### src/rtl/mem_loader_if.sv
// Byte-stream / instruction-memory-write bundle for mem_loader.
// master = byte source and controller, slave = the loader itself.
interface mem_loader_if #(
  parameter int unsigned BIT_ADDR = 32,
  parameter int unsigned BIT_DATO = 32
);
  logic                start;
  logic [7:0]          byte_in;
  logic                byte_valid;
  logic                byte_ready;
  logic [BIT_ADDR-1:0] addrW;
  logic [BIT_DATO-1:0] datW;
  logic                memWrite;
  logic                busy;
  logic                done;

  modport master (
    output start, byte_in, byte_valid,
    input  byte_ready, addrW, datW, memWrite, busy, done
  );

  modport slave (
    input  start, byte_in, byte_valid,
    output byte_ready, addrW, datW, memWrite, busy, done
  );
endinterface

### src/rtl/mem_loader.sv
// Assembles little-endian program bytes into BIT_DATO-wide words and writes
// NWORDS of them to instruction memory at consecutive word addresses.
module mem_loader #(
  parameter int unsigned BIT_ADDR = 32,
  parameter int unsigned BIT_DATO = 32,
  parameter int unsigned NWORDS   = 16
) (
  input  logic        clk,
  input  logic        rst,
  mem_loader_if.slave bus
);
  localparam int unsigned BYTES = BIT_DATO / 8;
  localparam int unsigned CW    = (NWORDS > 1) ? $clog2(NWORDS) : 1;
  localparam int unsigned BW    = (BYTES > 1) ? $clog2(BYTES) : 1;
  localparam logic [CW-1:0] LAST_WORD = CW'(NWORDS - 1);
  localparam logic [BW-1:0] LAST_BYTE = BW'(BYTES - 1);

  typedef enum logic [1:0] {IDLE, COLLECT, WRITE, DONE} state_e;

  state_e              state_q, state_d;
  logic [CW-1:0]       word_cnt_q, word_cnt_d;
  logic [BW-1:0]       byte_cnt_q, byte_cnt_d;
  logic [BIT_DATO-1:0] asm_q, asm_d, asm_merged;
  logic [BIT_ADDR-1:0] addr_q, addr_d;
  logic [BIT_DATO-1:0] dat_q, dat_d;
  logic                ready_q, ready_d;
  logic                busy_q, busy_d;
  logic                done_q, done_d;
  logic                mem_write_q, mem_write_d;
  logic                accept;

  // ready_q is high exactly in COLLECT, so this also masks byte_valid elsewhere
  assign accept = ready_q & bus.byte_valid;

  always_comb begin
    asm_merged = asm_q;
    asm_merged[{byte_cnt_q, 3'b000} +: 8] = bus.byte_in;
  end

  always_ff @(posedge clk or negedge rst) begin
    if (!rst) begin
      state_q     <= IDLE;
      word_cnt_q  <= '0;
      byte_cnt_q  <= '0;
      asm_q       <= '0;
      addr_q      <= '0;
      dat_q       <= '0;
      ready_q     <= 1'b0;
      busy_q      <= 1'b0;
      done_q      <= 1'b0;
      mem_write_q <= 1'b0;
    end else begin
      state_q     <= state_d;
      word_cnt_q  <= word_cnt_d;
      byte_cnt_q  <= byte_cnt_d;
      asm_q       <= asm_d;
      addr_q      <= addr_d;
      dat_q       <= dat_d;
      ready_q     <= ready_d;
      busy_q      <= busy_d;
      done_q      <= done_d;
      mem_write_q <= mem_write_d;
    end
  end

  always_comb begin
    state_d = state_q;
    case (state_q)
      IDLE, DONE: if (bus.start) state_d = COLLECT;
      COLLECT:    if (accept && byte_cnt_q == LAST_BYTE) state_d = WRITE;
      WRITE:      state_d = (word_cnt_q == LAST_WORD) ? DONE : COLLECT;
      default:    state_d = IDLE;
    endcase
  end

  // Write address/data are captured on the final byte so they are already
  // registered during the single WRITE cycle and simply hold afterwards.
  always_comb begin
    word_cnt_d = word_cnt_q;
    byte_cnt_d = byte_cnt_q;
    asm_d      = asm_q;
    addr_d     = addr_q;
    dat_d      = dat_q;
    case (state_q)
      IDLE, DONE: begin
        if (bus.start) begin
          word_cnt_d = '0;
          byte_cnt_d = '0;
          asm_d      = '0;
        end
      end
      COLLECT: begin
        if (accept) begin
          asm_d = asm_merged;
          if (byte_cnt_q == LAST_BYTE) begin
            byte_cnt_d = '0;
            addr_d     = BIT_ADDR'(word_cnt_q);
            dat_d      = asm_merged;
          end else begin
            byte_cnt_d = byte_cnt_q + 1'b1;
          end
        end
      end
      WRITE: begin
        if (word_cnt_q != LAST_WORD) word_cnt_d = word_cnt_q + 1'b1;
      end
      default: ;
    endcase
  end

  always_comb begin
    ready_d     = (state_d == COLLECT);
    busy_d      = (state_d == COLLECT) || (state_d == WRITE);
    done_d      = (state_d == DONE);
    mem_write_d = (state_d == WRITE);
  end

  assign bus.byte_ready = ready_q;
  assign bus.busy       = busy_q;
  assign bus.done       = done_q;
  assign bus.memWrite   = mem_write_q;
  assign bus.addrW      = addr_q;
  assign bus.datW       = dat_q;
endmodule

### src/flat_wrapper.sv
// flat-port wrapper written by rule: the top's interface ports become plain ports
module mem_loader_flat 
#(
  parameter int unsigned BIT_ADDR = 32,
  parameter int unsigned BIT_DATO = 32,
  parameter int unsigned NWORDS   = 16
)
  (clk, rst, bus_start, bus_byte_in, bus_byte_valid, bus_byte_ready, bus_addrW, bus_datW, bus_memWrite, bus_busy, bus_done);
  mem_loader_if #(.BIT_ADDR(BIT_ADDR), .BIT_DATO(BIT_DATO)) bus_i ();
  input  logic clk;
  input  logic rst;
  input wire logic [$bits(bus_i.start)-1:0] bus_start;
  input wire logic [$bits(bus_i.byte_in)-1:0] bus_byte_in;
  input wire logic [$bits(bus_i.byte_valid)-1:0] bus_byte_valid;
  output wire logic [$bits(bus_i.byte_ready)-1:0] bus_byte_ready;
  output wire logic [$bits(bus_i.addrW)-1:0] bus_addrW;
  output wire logic [$bits(bus_i.datW)-1:0] bus_datW;
  output wire logic [$bits(bus_i.memWrite)-1:0] bus_memWrite;
  output wire logic [$bits(bus_i.busy)-1:0] bus_busy;
  output wire logic [$bits(bus_i.done)-1:0] bus_done;
  assign bus_i.start = bus_start;
  assign bus_i.byte_in = bus_byte_in;
  assign bus_i.byte_valid = bus_byte_valid;
  assign bus_byte_ready = bus_i.byte_ready;
  assign bus_addrW = bus_i.addrW;
  assign bus_datW = bus_i.datW;
  assign bus_memWrite = bus_i.memWrite;
  assign bus_busy = bus_i.busy;
  assign bus_done = bus_i.done;
  mem_loader #(.BIT_ADDR(BIT_ADDR), .BIT_DATO(BIT_DATO), .NWORDS(NWORDS)) u_core (.clk(clk), .rst(rst), .bus(bus_i));
endmodule
### config.mk
export PLATFORM = sky130hd
export DESIGN_NAME = mem_loader_flat
export DESIGN_NICKNAME = d
export VERILOG_FILES = /design/src/rtl/mem_loader_if.sv /design/src/rtl/mem_loader.sv /design/src/flat_wrapper.sv
export SDC_FILE = /design/constraint.sdc
export NUM_CORES = 1
export LEC_CHECK = 0
export CAP_MARGIN = 10
export CORE_MARGIN = 5
export CORE_UTILIZATION = 52
export CTS_BUF_LIST = sky130_fd_sc_hd__clkbuf_8
export DETAILED_ROUTE_END_ITERATION = 10
export HOLD_SLACK_MARGIN = 0.08
export PLACE_DENSITY_LB_ADDON = 0.12
export RECOVER_POWER = 50
export SYNTH_ARGS = -nofsm -noshare
export SYNTH_HDL_FRONTEND = slang
export SYNTH_SLANG_ARGS = --single-unit
### constraint.sdc
create_clock -name clk -period 2 [get_ports clk]
set_input_delay 0.4 -clock clk [delete_from_list [all_inputs] [get_ports clk]]
set_output_delay 0.4 -clock clk [all_outputs]
set_load 0.03 [all_outputs]
# After elaboration in Yosys (flattened, before gate mapping)
# Cells that the tools add are included.
totals:
  out_inout_bits: 68
  reg_bits: 80
op_classes:
  bitwise: 1
  shift: 2
  eq_ne: 12
  muxes: 15
  reduce_logical: 9
  add_sub_neg: 3
op_table:
  columns: ["operator", "count"]
  rows:
  - ["$mux 32", 2]
  - ["$pmux 32 s2", 1]
  - ["$bwmux 32", 1]
  - ["$shift 8x7->32 const A", 1]
  - ["$shiftx 8x7->32", 1]
  - ["$mux 2", 6]
  - ["$eq 2x2->1 const B", 5]
  - ["$reduce_and 3->1", 3]
  - ["$mux 4", 2]
  - ["$pmux 4 s2", 1]
  - ["$neg 5->7", 1]
  - ["$pmux 2 s3", 1]
  - ["$add 4x1->4 const B", 1]
  - ["$eq 2x1->1 const B", 2]
  - ["$eq 4x4->1 const B", 1]
  - ["$ne 2x1->1 const B", 2]
  - ["$ne 4x4->1 const B", 1]
  - ["$pmux 2 s2", 1]
  - ["$reduce_bool 2->1", 2]
  - ["$add 2x1->2 const B", 1]
  - ["$logic_not 2->1", 1]
  - ["$ne 2x2->1 const B", 1]
  - ["$reduce_or 2->1", 1]
  - ["$and 1x1->1", 1]
  - ["2 further kinds", 2]

# Depth between registers and ports, before layout
depth:
  depth_word: 6
  ltp_mapped: 8
  depth_no_buf: 7

# Worst setup path after synthesis
# No wires, ideal clock.
synth_path:
  kind: "register to register"
  from: "reg u_core.byte_cnt_q[0]"
  to: "reg u_core.asm_q[0]"
  setup_ps: 66
  path_stages_with_launch: 8
  path_slack_ps: 146
  arrival_time_ps: 1788
  path_cell_list: "dfrtp_1 -> buf_2 -> inv_2 -> ha_1 -> and4bb_1 -> buf_6 -> nor3b_4 -> a22o_1"
synth_between:
  elab_chain_len: 5
synth_rtl:
  columns: ["item", "line", "text"]
  rows:
  - ["start, declared", "mem_loader.sv:22", "logic [BW-1:0] byte_cnt_q, byte_cnt_d;"]
  - ["start signal, assigned", "mem_loader.sv:55", "byte_cnt_q <= byte_cnt_d;"]
  - ["$neg 5->7 (*)", "mem_loader.sv:37", "asm_merged[{byte_cnt_q, 3'b000} +: 8] = bus.byte_in;"]
  - ["$shiftx 8x7->32 or $shift 8x7->32 (tied branches)", "mem_loader.sv:37", null]
  - ["$bwmux 32 (*)", "mem_loader.sv:37", null]
  - ["$mux 32 (*)", "mem_loader.sv:93", "if (accept) begin"]
  - ["$pmux 32 s2 (*)", "mem_loader.sv:84", "case (state_q)"]
  - ["end signal, assigned", "mem_loader.sv:56", "asm_q <= asm_d;"]
  - ["end, declared", "mem_loader.sv:23", "logic [BIT_DATO-1:0] asm_q, asm_d, asm_merged;"]
# Every way passes the cells marked *; elsewhere a longest branch is shown, timed or not. The select of a mux whose other input is x is not followed.
# A chain may end at the register's enable or synchronous reset.

# Worst setup path after layout
layout_path:
  from: "reg u_core.state_q[0]"
  to: "reg u_core.word_cnt_q[0]"
layout_between:
  elab_chain_len: 4
layout_rtl:
  columns: ["item", "line", "text"]
  rows:
  - ["start, declared", "mem_loader.sv:20", "state_e state_q, state_d;"]
  - ["start signal, assigned", "mem_loader.sv:53", "state_q <= state_d;"]
  - ["$eq 2x2->1 or $logic_not 2->1 (tied branches)", "mem_loader.sv:84", null]
  - ["$reduce_or 2->1", "mem_loader.sv:84", null]
  - ["$ne 2x2->1 (no line) or $reduce_bool 2->1 (tied branches)", null, null]
  - ["$reduce_and 3->1 (no line)", null, null]
  - ["end signal, assigned", "mem_loader.sv:54", "word_cnt_q <= word_cnt_d;"]
  - ["end, declared", "mem_loader.sv:21", "logic [CW-1:0] word_cnt_q, word_cnt_d;"]
# Several ways; a longest one is shown, not always the timed one.

==> results.cfg <==
[run_status]
status = finished clean

[placed_design]
dp.cells = 462
post-place-ws_ps = -30.2
finalWeightedCongestion = 0.936
dp_hpwl_um = 6030
port_buffers = 51

[logic_synthesis]
ys_seq_area_share_pct = 50.9
ys_ff_latch = 72
ys_warn_count = 0
ys_top_cells_by_area = dfrtp_1 (51%), buf_4 (6.2%), nand2_1 (4.9%), a32o_1 (4.5%), nand3b_1 (4.0%)
synth_edf_count = 0
synth_cell_types = 43
netlist_area_um2 = 3540
synth_top_flop_cell = dfrtp_1
yosysTopAreaCell = dfrtp_1
synth_top_area_share_pct = 50.9
async_flop_share_pct = 100
syn_inst = 336
syn_area_per_cell_um2 = 10.5

[timing]
setup_violations = 0
rsz0062_at_grt = no
final_period_minus_worst_setup_slack_ps = 1860
finalCritPeriodShare_pct = 93.2
worst_slew_pin_slew_ps = 1310
fin_ws_ps = 137
max_freq_mhz = 537
clock_skew_ps = 11.3
report.final.slew_viol_count = 0
max_slew_margin_pct = 12.8
hold_violations = 0

[finish]
syn_to_final_growth_pct = 22.1
final_common_cell = dfrtp_1
final_cell_mix = dfrtp_1 (72), clkdlybuf4s50_1 (49), nand2_1 (46), conb_1 (28), nor2_1 (20)
num_antenna_cells = 0
nets = 418
drive_gt1_share_pct = 10.8
stdcell_count = 480

[clocking]
cts_tree = done
ctsHtreeMaxLevel = 3
clkSlewWorstSetupHoldPaths_ps = 80
clock_sinks = 72
insertion_delay_ps = 350
clockBufferDepth = 2
cts-root-buf = clkbuf_8
cts_made_buffers = 9

[detailed_routing]
wl_per_cell_um = 17.4
post_drt_via_cell_ratio = 5.73
drc = 0
antenna_left = 0
drtIter0Drc = 162
vias = 2750
totalWireLength_um = 8360
first_pass_iters = 4

[global_route]
gr-usage-all-layers_pct = 20.8
antenna_found_initial = 0
grt_max_degree = 31
grt_pass1_vias = 2715
grt_pass1_wl_um = 13900
grt_overflow = 0

[floorplanning]
ios = 80
die_w_um = 92.5
start_util_pct = 52.7
dieArea_um2 = 8560
rows = 30
core_area_um2 = 6720
die_h_um = 92.5

[critical_path]
worstPathMaxFanout = 7
slowest_stage = ha_1
r2r_slack_ps = 140
start_kind = flop
max_stage_delay_ps = 430
cp_num_cells = 7
crit_buf_inv = 3
cp_top_family = adder cells
path_cells = inv_1, ha_1, buf_4, nand2b_1, buf_4, nand3b_1, mux2_1
crit_path_end_kind = flop
endpoint = u_core.word_cnt_q[0]
cp.required_ps = 2230
reg2regPathDepth = 7
cpMostUsedCell = buf_4
r2r-start = u_core.state_q[0]
path_class = reg -> reg
reg2reg_to = u_core.word_cnt_q[0]
crit_path_start = u_core.state_q[0]
arrival_ps = 2090

[pwr]
p_leak_nw = 1.93
power_density_nw_per_um2 = 1100
peakVddDrop_mv = 0.773

[run]
maxCapViolations = 0

[hold_path]
hp-class = reg -> reg
[cell usage after synthesis (all sizes together) (2+ instances only)]
library cell  number
a221oi             8
mux2i              2
nand3              7
nand2b             2
dfrtp             72
a22o               9
a21oi              6
and4               3
nor3               4
nor2b              2
o211ai            17
nand4              5
nand2             46
buf               44
nand3b            19
a21o               5
ha                11
nor2              21
inv                8
clkbuf             5
a32o              16
o21ai             10
[worst min path at each step]
stage | startpoint | end | slack, ps | cells after the start
floorplan | rst | u_core.asm_q[0] | 100 | 0
global placement | rst | u_core.bus.datW[5] | 400 | 1
detailed placement | rst | u_core.bus.datW[5] | 410 | 1
CTS | u_core.bus.addrW[0] | u_core.bus.addrW[0] | 490 | 2
global route | u_core.asm_q[9] | u_core.asm_q[9] | 510 | 1
finish | u_core.bus.addrW[0] | u_core.bus.addrW[0] | 480 | 2
[per-layer routing]
layer / up-vias / global-route usage (%) / part of all wire (%)
met2: 93 / 32.7 / 48
met5: - / 0 / 0
met4: 0 / 8.79 / 2.1
met3: 16 / 3.74 / 5.2
li1: 1279 / - / -
met1: 1362 / 28.4 / 45
[where the power goes]
group,total [W],switching [W],internal [W]
Clock,0.00115,0.000575,0.000576
Combinational,0.00181,0.00111,0.000696
Sequential,0.00177,0.000144,0.00163
[per-stage QoR]
stage | total power, W | setup TNS [ps] | instance area (µm²) | utilization (%) | hold WS (ps)
after floorplan | 0.00301 | 0 | 3640 | - | 104
after global placement | 0.00356 | 0 | 4100 | 61.0 | 397
after detailed placement | 0.00360 | -255 | 4100 | 61.0 | 408
after CTS | 0.00474 | 0 | 4300 | 64.0 | 485
after global routing | 0.00502 | 0 | 4320 | 64.3 | 506
final | 0.00474 | 0 | 4320 | 64.3 | 482
[repair_timing]
action,in CTS,in global routing
hold buffers,1,0
resized for setup,1,3
setup buffers,0,1
endpoints found under the setup margin,1,19
pin swaps,0,1
hold endpoints to repair,18,0
[worst min-delay path, stage by stage (launching register included)]
cell,delay [ps]
dfrtp_1,350
nand2_1,50
nand2_1,50
[layout make-up]
cell class	instances	area, µm²
clock buffer	9	124
clock inverter	7	70.1
fill	555	2400
inverter	8	30.0
multi-input combinational	234	1500
sequential	72	1800
tap	80	100
timing repair buffer	70	698
[kinds of logic after synthesis]
family	synth area share [%]
AND/OR/NAND/NOR	17.1
multiplexers	0.884
adder cells (fa/ha/maj)	3.89
AO/OA/AOI/OAI	17.1
buffers and inverters	10.0
other	0.106
flip-flops	50.9
[registers in the layout, indices dropped and copies added, names as in the netlist]
register,cells
u_core.bus.memWrite,1
u_core.bus.byte_ready,1
u_core.byte_cnt_q,2
u_core.asm_q,24
u_core.bus.datW,32
u_core.bus.addrW,4
u_core.word_cnt_q,4
u_core.bus.busy,1
u_core.bus.done,1
u_core.state_q,2
Power figures use the tool's default switching activity.
